`config.mk`:
```
export PLATFORM = sky130hd
export DESIGN_NAME = pulse_width_meter
export DESIGN_NICKNAME = d
export VERILOG_FILES = /design/src/rtl/pulse_meas_pkg.sv /design/src/rtl/sync_edge_det.sv /design/src/rtl/pulse_width_meter.sv
export SDC_FILE = /design/constraint.sdc
export NUM_CORES = 1
export LEC_CHECK = 0
export BUFFER_PORTS_ARGS = -buffer_cell sky130_fd_sc_hd__buf_2
export CORE_ASPECT_RATIO = 1.4
export CORE_MARGIN = 3
export CORE_UTILIZATION = 49
export CTS_CLUSTER_SIZE = 28
export DETAILED_ROUTE_END_ITERATION = 8
export PLACE_DENSITY_LB_ADDON = 0.08
export SLEW_MARGIN = 20
export SYNTH_ARGS = -nofsm -noshare
export SYNTH_HDL_FRONTEND = slang
export SYNTH_SLANG_ARGS = --single-unit
```
`constraint.sdc`:
```
create_clock -name clk -period 5.5 [get_ports clk]
set_clock_uncertainty 0.05 [all_clocks]
set_input_delay 1.1 -clock clk [delete_from_list [all_inputs] [get_ports clk]]
set_output_delay 1.1 -clock clk [all_outputs]
set_load 0.05 [all_outputs]
```
`src/rtl/pulse_meas_pkg.sv`:
```
// Shared encodings and helpers for the pulse width meter.
package pulse_meas_pkg;

    localparam int unsigned STATE_W = 2;

    localparam logic [STATE_W-1:0] IDLE      = 2'd0;
    localparam logic [STATE_W-1:0] WAIT_RISE = 2'd1;
    localparam logic [STATE_W-1:0] MEASURE   = 2'd2;

    localparam logic MODE_HIGH   = 1'b0;
    localparam logic MODE_PERIOD = 1'b1;

    // Largest count representable in n bits (2**n - 1), limited to 32 bits.
    function automatic logic [31:0] sat_value(input int unsigned n);
        if (n >= 32) begin
            return 32'hFFFF_FFFF;
        end
        return (32'd1 << n) - 32'd1;
    endfunction

endpackage

```
`src/rtl/sync_edge_det.sv`:
```
// Synchronizer chain for an asynchronous input plus registered edge detection.
module sync_edge_det #(
    parameter int unsigned SYNC_STAGES = 2
) (
    input  logic clk,
    input  logic reset,
    input  logic sig_in,
    output logic s,
    output logic rise,
    output logic fall
);

    logic [SYNC_STAGES-1:0] sync_q;
    logic                   s_d;

    assign s = sync_q[SYNC_STAGES-1];

    // Shift the async input through the chain and flag level changes of s.
    always_ff @(posedge clk) begin
        if (reset) begin
            sync_q <= '0;
            s_d    <= 1'b0;
            rise   <= 1'b0;
            fall   <= 1'b0;
        end else begin
            sync_q <= {sync_q[SYNC_STAGES-2:0], sig_in};
            s_d    <= s;
            rise   <= s & ~s_d;
            fall   <= ~s & s_d;
        end
    end

endmodule

```
`src/rtl/pulse_width_meter.sv`:
```
// Measures high-pulse width or period of an async signal in clk cycles.
module pulse_width_meter
    import pulse_meas_pkg::*;
#(
    parameter int unsigned N           = 16,
    parameter int unsigned SYNC_STAGES = 2
) (
    input  logic         clk,
    input  logic         reset,
    input  logic         start,
    input  logic         abort,
    input  logic         mode,
    input  logic         sig_in,
    output logic         busy,
    output logic         done,
    output logic         ovf,
    output logic [N-1:0] width
);

    localparam logic [N-1:0] CNT_MAX = N'(sat_value(N));

    logic [STATE_W-1:0] state_q, state_d;
    logic [N-1:0]       cnt_q, cnt_d;
    logic [N-1:0]       width_d;
    logic               sat_q, sat_d;
    logic               ovf_d, done_d;
    logic               mode_q, mode_d;
    logic               rise, fall, end_edge;
    logic               s_unused;

    sync_edge_det #(
        .SYNC_STAGES(SYNC_STAGES)
    ) u_sync (
        .clk   (clk),
        .reset (reset),
        .sig_in(sig_in),
        .s     (s_unused),
        .rise  (rise),
        .fall  (fall)
    );

    assign end_edge = (mode_q == MODE_PERIOD) ? rise : fall;

    // Next-state, counter and result logic.
    always_comb begin
        state_d = state_q;
        cnt_d   = cnt_q;
        sat_d   = sat_q;
        width_d = width;
        ovf_d   = ovf;
        done_d  = 1'b0;
        mode_d  = mode_q;
        case (state_q)
            IDLE: begin
                if (start && !abort) begin
                    mode_d  = mode;
                    state_d = WAIT_RISE;
                end
            end
            WAIT_RISE: begin
                if (abort) begin
                    state_d = IDLE;
                end else if (rise) begin
                    cnt_d   = N'(1);
                    sat_d   = 1'b0;
                    state_d = MEASURE;
                end
            end
            MEASURE: begin
                if (abort) begin
                    state_d = IDLE;
                end else if (end_edge) begin
                    // Hitting the ceiling exactly on the end edge still counts as overflow.
                    width_d = cnt_q;
                    ovf_d   = sat_q | (cnt_q == CNT_MAX);
                    done_d  = 1'b1;
                    state_d = IDLE;
                end else if (cnt_q != CNT_MAX) begin
                    cnt_d = cnt_q + N'(1);
                end else begin
                    sat_d = 1'b1;
                end
            end
            default: begin
                state_d = IDLE;
            end
        endcase
    end

    // State and result registers; busy is registered alongside the state.
    always_ff @(posedge clk) begin
        if (reset) begin
            state_q <= IDLE;
            cnt_q   <= '0;
            sat_q   <= 1'b0;
            mode_q  <= 1'b0;
            width   <= '0;
            ovf     <= 1'b0;
            done    <= 1'b0;
            busy    <= 1'b0;
        end else begin
            state_q <= state_d;
            cnt_q   <= cnt_d;
            sat_q   <= sat_d;
            mode_q  <= mode_d;
            width   <= width_d;
            ovf     <= ovf_d;
            done    <= done_d;
            busy    <= (state_d != IDLE);
        end
    end

endmodule

```
==> reports/metrics.csv, run 1 <==
metric;value;unit
worst-margin pin slew;0.750;ns
Mean Syn Cell Area;8.50;µm²
hold crit path type;reg -> reg;
placed insts;290;
# fillers;404;
Synth Flop Type;dfxtp_1;
number of synthesized register bits;44;
largest net degree at the start of global routing;36;
post-route antenna net violation count;0;
Die X;60.3;µm
worst skew pair latency;0.29;ns
global-route wire length before repair;8.00;mm
vias in the first global route;1738;
Reg2Reg Setup Slack;3.17;ns
row count;27;
r2r worst-path depth;5;
Gate Count Post-Synth;238;
min cycle time layout;2.47;ns
vias per cell;5.99;
clock sinks;44;
Synth Area in Simple Gates;30.9;%
status;complete, no violations;
RSZ-0062 raised after global routing;false;
Compound-Gate Fraction of Synth Area;18.0;%
CP required;5.67;ns
die area;4950;µm²
CTS tree;yes;
largest family of logic cells by synthesized area;simple AND/OR/NAND/NOR gates;
post-synthesis sequential area ratio;43.5;%
post-DP HPWL;3.15;mm
async set-or-reset flop fraction in the synthesized netlist;0;%
# Max-Cap Violations;0;
fin cells;298;
hold path depth;1;
via count of the routed design;1784;
xor and xnor area share after synthesis;0.433;%
layout cells sized above 1;18.0;%
number of buffers created by CTS;5;
Tot GR Track Use;21.1;%
Initial Util;51.2;%
hold_buf cts;0;
CP Capture Type;register;
1st-iter DRT viols;64;
Fin Setup TNS;0;ns
Min Hold Slack;0.366;ns
Area Growth Syn to Fin;11.5;%
Leak;0.814;nW
routed len/inst;15.1;µm
antenna cells;0;
Multi-input gate area;1040;µm²
Max Fclk;405;MHz
initial antenna violation count;0;
die height;82.0;µm
Hold Crit Start;u_sync.s_d;
final setup vio count;0;
YS warnings;0;
multiplexer share of the synthesized area;1.55;%
Routed WL;4.51;mm
Root Driver;clkbuf_8;
hold worst-path end;u_sync.rise;
final period utilization;44.9;%
CORE AREA;3950;µm²
sequential cell area;881;µm²
Worst VDD drop;0.000176;V
critical-path maximum fanout;35;
syn nets;245;
Reg-to-Reg Start;cnt_q[0];
drc violations;0;
Final Hold Viols;0;
Post-CTS Setup Bufs;0;
Worst R2R End;cnt_q[1];
I/O Buffers;24;
Worst Path Arrival;2.64;ns
gpl congestion;0.827;
clk slew on worst S/H paths;0.08;ns
clk buf depth;2;
PwrDens;267;nW/µm²
Slew headroom;49.9;%
first drt pass iteration count;5;
post-route setup slack;3.03;ns
unique cell type count in the Yosys netlist;54;
I/O Pins;25;
GR Overflow Total;0;
fin nets;261;
Post-Synth Adder-Cell Area;0.618;%
EDFF count, synth;0;
pre-CTS WS;2.73;ns
Startpoint Class;primary input;
Post-Syn Area;2020;µm²
critical path class;in -> reg;
Max Transition Viols Final;0;
H-tree depth;2;
post-cts gate resize count;0;
-- per-layer routing --
layer / vias up / wire length (µm) / track usage, %
li1: 903 / - / -
met1: 842 / 1990 / 24.8
met4: 0 / 70 / 7.98
met3: 7 / 154 / 4.25
met2: 32 / 2290 / 36.8
met5: - / 0 / 0
-- where the power goes --
part / switching (W) / total (W) / leakage [nW] / internal, W
sequential: 0.00000202 / 0.000323 / 0.355 / 0.000321
clock: 0.000105 / 0.000265 / 0.0645 / 0.000160
combinational: 0.00000973 / 0.0000149 / 0.394 / 0.00000512
-- logic make-up (layout without fill, tap and decap cells) --
group / after synthesis / count (layout)
simple gates: 112 / 112
compound gates: 54 / 54
flops: 44 / 44
buf+inv: 23 / 40
mux: 3 / 3
fa+ha+maj: 1 / 1
xor+xnor: 1 / 1
-- through the flow --
stage / instance area, µm² / utilization (%) / power [W]
after floorplan: 2020 / - / 0.000341
after global placement: 2130 / 53.9 / 0.000345
after detailed placement: 2130 / 53.9 / 0.000345
after CTS: 2260 / 57.1 / 0.000610
after global routing: 2260 / 57.1 / 0.000624
final: 2260 / 57.1 / 0.000602
-- synthesized netlist by cell type (4+ instances only) --
library cell | instances | share of area, %
nor3_1 | 8 | 2.0
nand2_1 | 43 | 8.0
a21oi_1 | 21 | 5.2
dfxtp_1 | 44 | 44
nand4_1 | 9 | 2.8
or4_1 | 4 | 1.5
nand2b_1 | 5 | 1.5
clkbuf_1 | 8 | 1.5
buf_2 | 5 | 1.2
nor3b_1 | 4 | 1.5
inv_1 | 7 | 1.3
a31oi_1 | 7 | 2.2
o221ai_1 | 5 | 2.2
nand3_1 | 5 | 1.2
nor2_1 | 6 | 1.1
nor2b_1 | 5 | 1.5
-- flip-flops by register name, indices dropped and copies added, names as in the netlist --
name / flops
done: 1
u_sync.fall: 1
u_sync.rise: 1
mode_q: 1
u_sync.sync_q: 2
u_sync.s_d: 1
busy: 1
sat_q: 1
ovf: 1
cnt_q: 16
width: 16
state_q: 2
-- how the worst max path moves through the flow --
stage / from / endpoint / slack, ns / depth (start not counted)
2_1_floorplan: reset / cnt_q[6] / 3.09 / 4
3_3_place_gp: reset / cnt_q[6] / 2.75 / 4
3_5_place_dp: reset / cnt_q[6] / 2.73 / 4
4_1_cts: reset / cnt_q[6] / 3.04 / 4
5_1_grt: reset / cnt_q[15] / 2.91 / 4
6_report: reset / cnt_q[6] / 3.03 / 4
-- layout make-up --
cell class | count | area share [%]
tap | 43 | 2.38
clock buffer | 7 | 4.27
clock inverter | 1 | 1.33
sequential | 44 | 39.0
inverter | 7 | 1.16
multi-input combinational | 171 | 46.1
timing repair buffer | 25 | 5.66
-- layout by cell type, fill, tap and decap left out, types with 2 or more instances in the layout --
master and n:
nand3_1 5, a211oi_1 3, nor3_1 8, inv_1 7, buf_2 24, nand4_1 9, clkbuf_8 7, nor3b_1 4
dfxtp_1 44, nand2b_1 5, mux2i_1 2, a22o_1 3, or4_1 4, nor2b_1 5, and3_1 3, a31oi_1 7
a31o_2 2, or4b_1 2, o211ai_1 2, nand4_2 2, a21oi_1 21, and2_1 2, and4_1 2, nor2_1 6
nand2_1 43, o221ai_1 5
-- worst max-delay path, cell delays in order --
cell      delay [ns]
buf_2           0.30
nor3b_1         0.60
or4b_1          0.48
o211ai_1        0.15
Power figures use the tool's default switching activity.
==> run 2, diff against run 1 <==
- clock period: 5.5 -> 2.25 ns (I/O delays scaled with it)
==> run 2 against run 1 <==
Net effect:
- core utilization increased by 3.0 points
- combinational power grew to 2.8 times the previous value
- final cell count up 6.0%
- count of clock-buffer cells in the layout decreased by 2
- sequential cell count stayed put
- sequential power increased by 140%
- via count increased by 3.3%
- first-iteration DRC count fell by 1.6%
- total power up 140%
- hold slack worse by 0.051 ns
- die area stayed put
- clock power up 120%
- largest power group unchanged
- critical path type is now reg -> reg
==> reports/metrics.csv, run 2 (synthesized netlist as in run 1, its figures left out) <==
metric;value;unit
status;complete, no violations;
Slew headroom;65.0;%
vias in the first global route;1734;
via count of the routed design;1843;
PwrDens;600;nW/µm²
post-cts gate resize count;0;
number of buffers created by CTS;5;
Max Transition Viols Final;0;
Worst Path Arrival;2.20;ns
commonest non-fill, non-tap cells in the layout;44 x dfxtp_1, 43 x nand2_1, 24 x buf_2, 21 x a21oi_1, 19 x buf_4;
Final Hold Viols;0;
worst-margin pin slew;0.525;ns
first drt pass iteration count;4;
drc violations;0;
layout cells sized above 1;23.4;%
Worst VDD drop;0.000598;V
global-route wire length before repair;8.08;mm
CORE AREA;3950;µm²
row count;27;
post-DP HPWL;3.51;mm
Initial Util;51.2;%
most common cell after layout, fill and taps aside;dfxtp_1;
antenna cells;0;
clk slew on worst S/H paths;0.09;ns
Leak;0.896;nW
Post-CTS Setup Bufs;0;
RSZ-0062 raised after global routing;false;
placed insts;308;
vias per cell;5.83;
Routed WL;4.73;mm
min cycle time layout;2.09;ns
CTS tree;yes;
critical-path maximum fanout;9;
overall power;0.00143;W
CP Capture Type;register;
CP required;2.36;ns
Fin Setup TNS;0;ns
worst skew pair latency;0.30;ns
post-route antenna net violation count;0;
initial antenna violation count;0;
1st-iter DRT viols;63;
# Max-Cap Violations;0;
Startpoint Class;register;
I/O Buffers;24;
Max Fclk;478;MHz
Die X;60.3;µm
GR Overflow Total;0;
die height;82.0;µm
fin cells;316;
final setup vio count;0;
largest net degree at the start of global routing;19;
hold crit path type;in -> reg;
H-tree depth;2;
Area Growth Syn to Fin;17.4;%
hold_buf cts;0;
gpl congestion;0.895;
clk buf depth;2;
clock sinks;44;
Tot GR Track Use;21.5;%
routed len/inst;15.0;µm
I/O Pins;25;
slowest CP cell;or4_1;
critical path class;reg -> reg;
final period utilization;93.0;%
die area;4950;µm²
biggest regs;cnt_q x16, width x16;
cells along the critical path;ha_1, nand3_1, or4_1, buf_4, nand2_2, o221ai_1;
Root Driver;clkbuf_8;
fin nets;279;
CP peak stage delay;0.52;ns
-- run 2: power breakdown --
part	internal [W]	leakage, nW	switching, W
sequential	0.000784	0.355	0.00000474
combinational	0.0000161	0.486	0.0000252
clock	0.000328	0.0541	0.000268
-- run 2: final cells by class --
class / count / area (µm²)
inverters: 7 / 26.3
multi-input cells: 171 / 1040
clock buffers: 5 / 68.8
fillers: 392 / 1580
clock inverters: 3 / 42.5
well taps: 43 / 53.8
flip-flops and latches: 44 / 881
repair buffers: 43 / 263
-- run 2: path summary, 6_finish.rpt --
| check | start | to | slack, ns | depth (start not counted) |
|---|---|---|---|---|
| setup / recovery | cnt_q[0] | cnt_q[3] | 0.16 | 6 |
| hold / removal | sig_in | u_sync.sync_q[0] | 0.31 | 2 |
| setup reg to reg | cnt_q[0] | cnt_q[3] | 0.16 | 6 |
| hold reg to reg | u_sync.s_d | u_sync.rise | 0.36 | 1 |
-- run 2: routing by layer --
metal / track usage (%) / vias up / part of all wire (%)
met4: 9.31 / 0 / 2.5
met2: 36.4 / 37 / 51
met3: 4.25 / 9 / 3.1
met1: 25.9 / 856 / 44
met5: 0 / - / 0
li1: - / 941 / -
-- run 2: metrics by stage --
step / util (%) / setup WS, ns / hold slack, ns / area (µm²)
floorplan: - / 0.441 / 0.333 / 2020
global placement: 57.3 / 0.258 / 0.349 / 2260
detailed placement: 57.3 / 0.196 / 0.352 / 2260
CTS: 60.1 / 0.178 / 0.304 / 2380
global route: 60.1 / 0.0282 / 0.337 / 2380
finish: 60.1 / 0.159 / 0.315 / 2380
-- run 2: critical path, delay by kind of cell, from the launching register on --
kind | cells | cell delay (ns)
buf+inv | 1 | 0.20
simple gates | 3 | 0.90
compound gates | 1 | 0.14
flops | 1 | 0.42
fa+ha+maj | 1 | 0.25
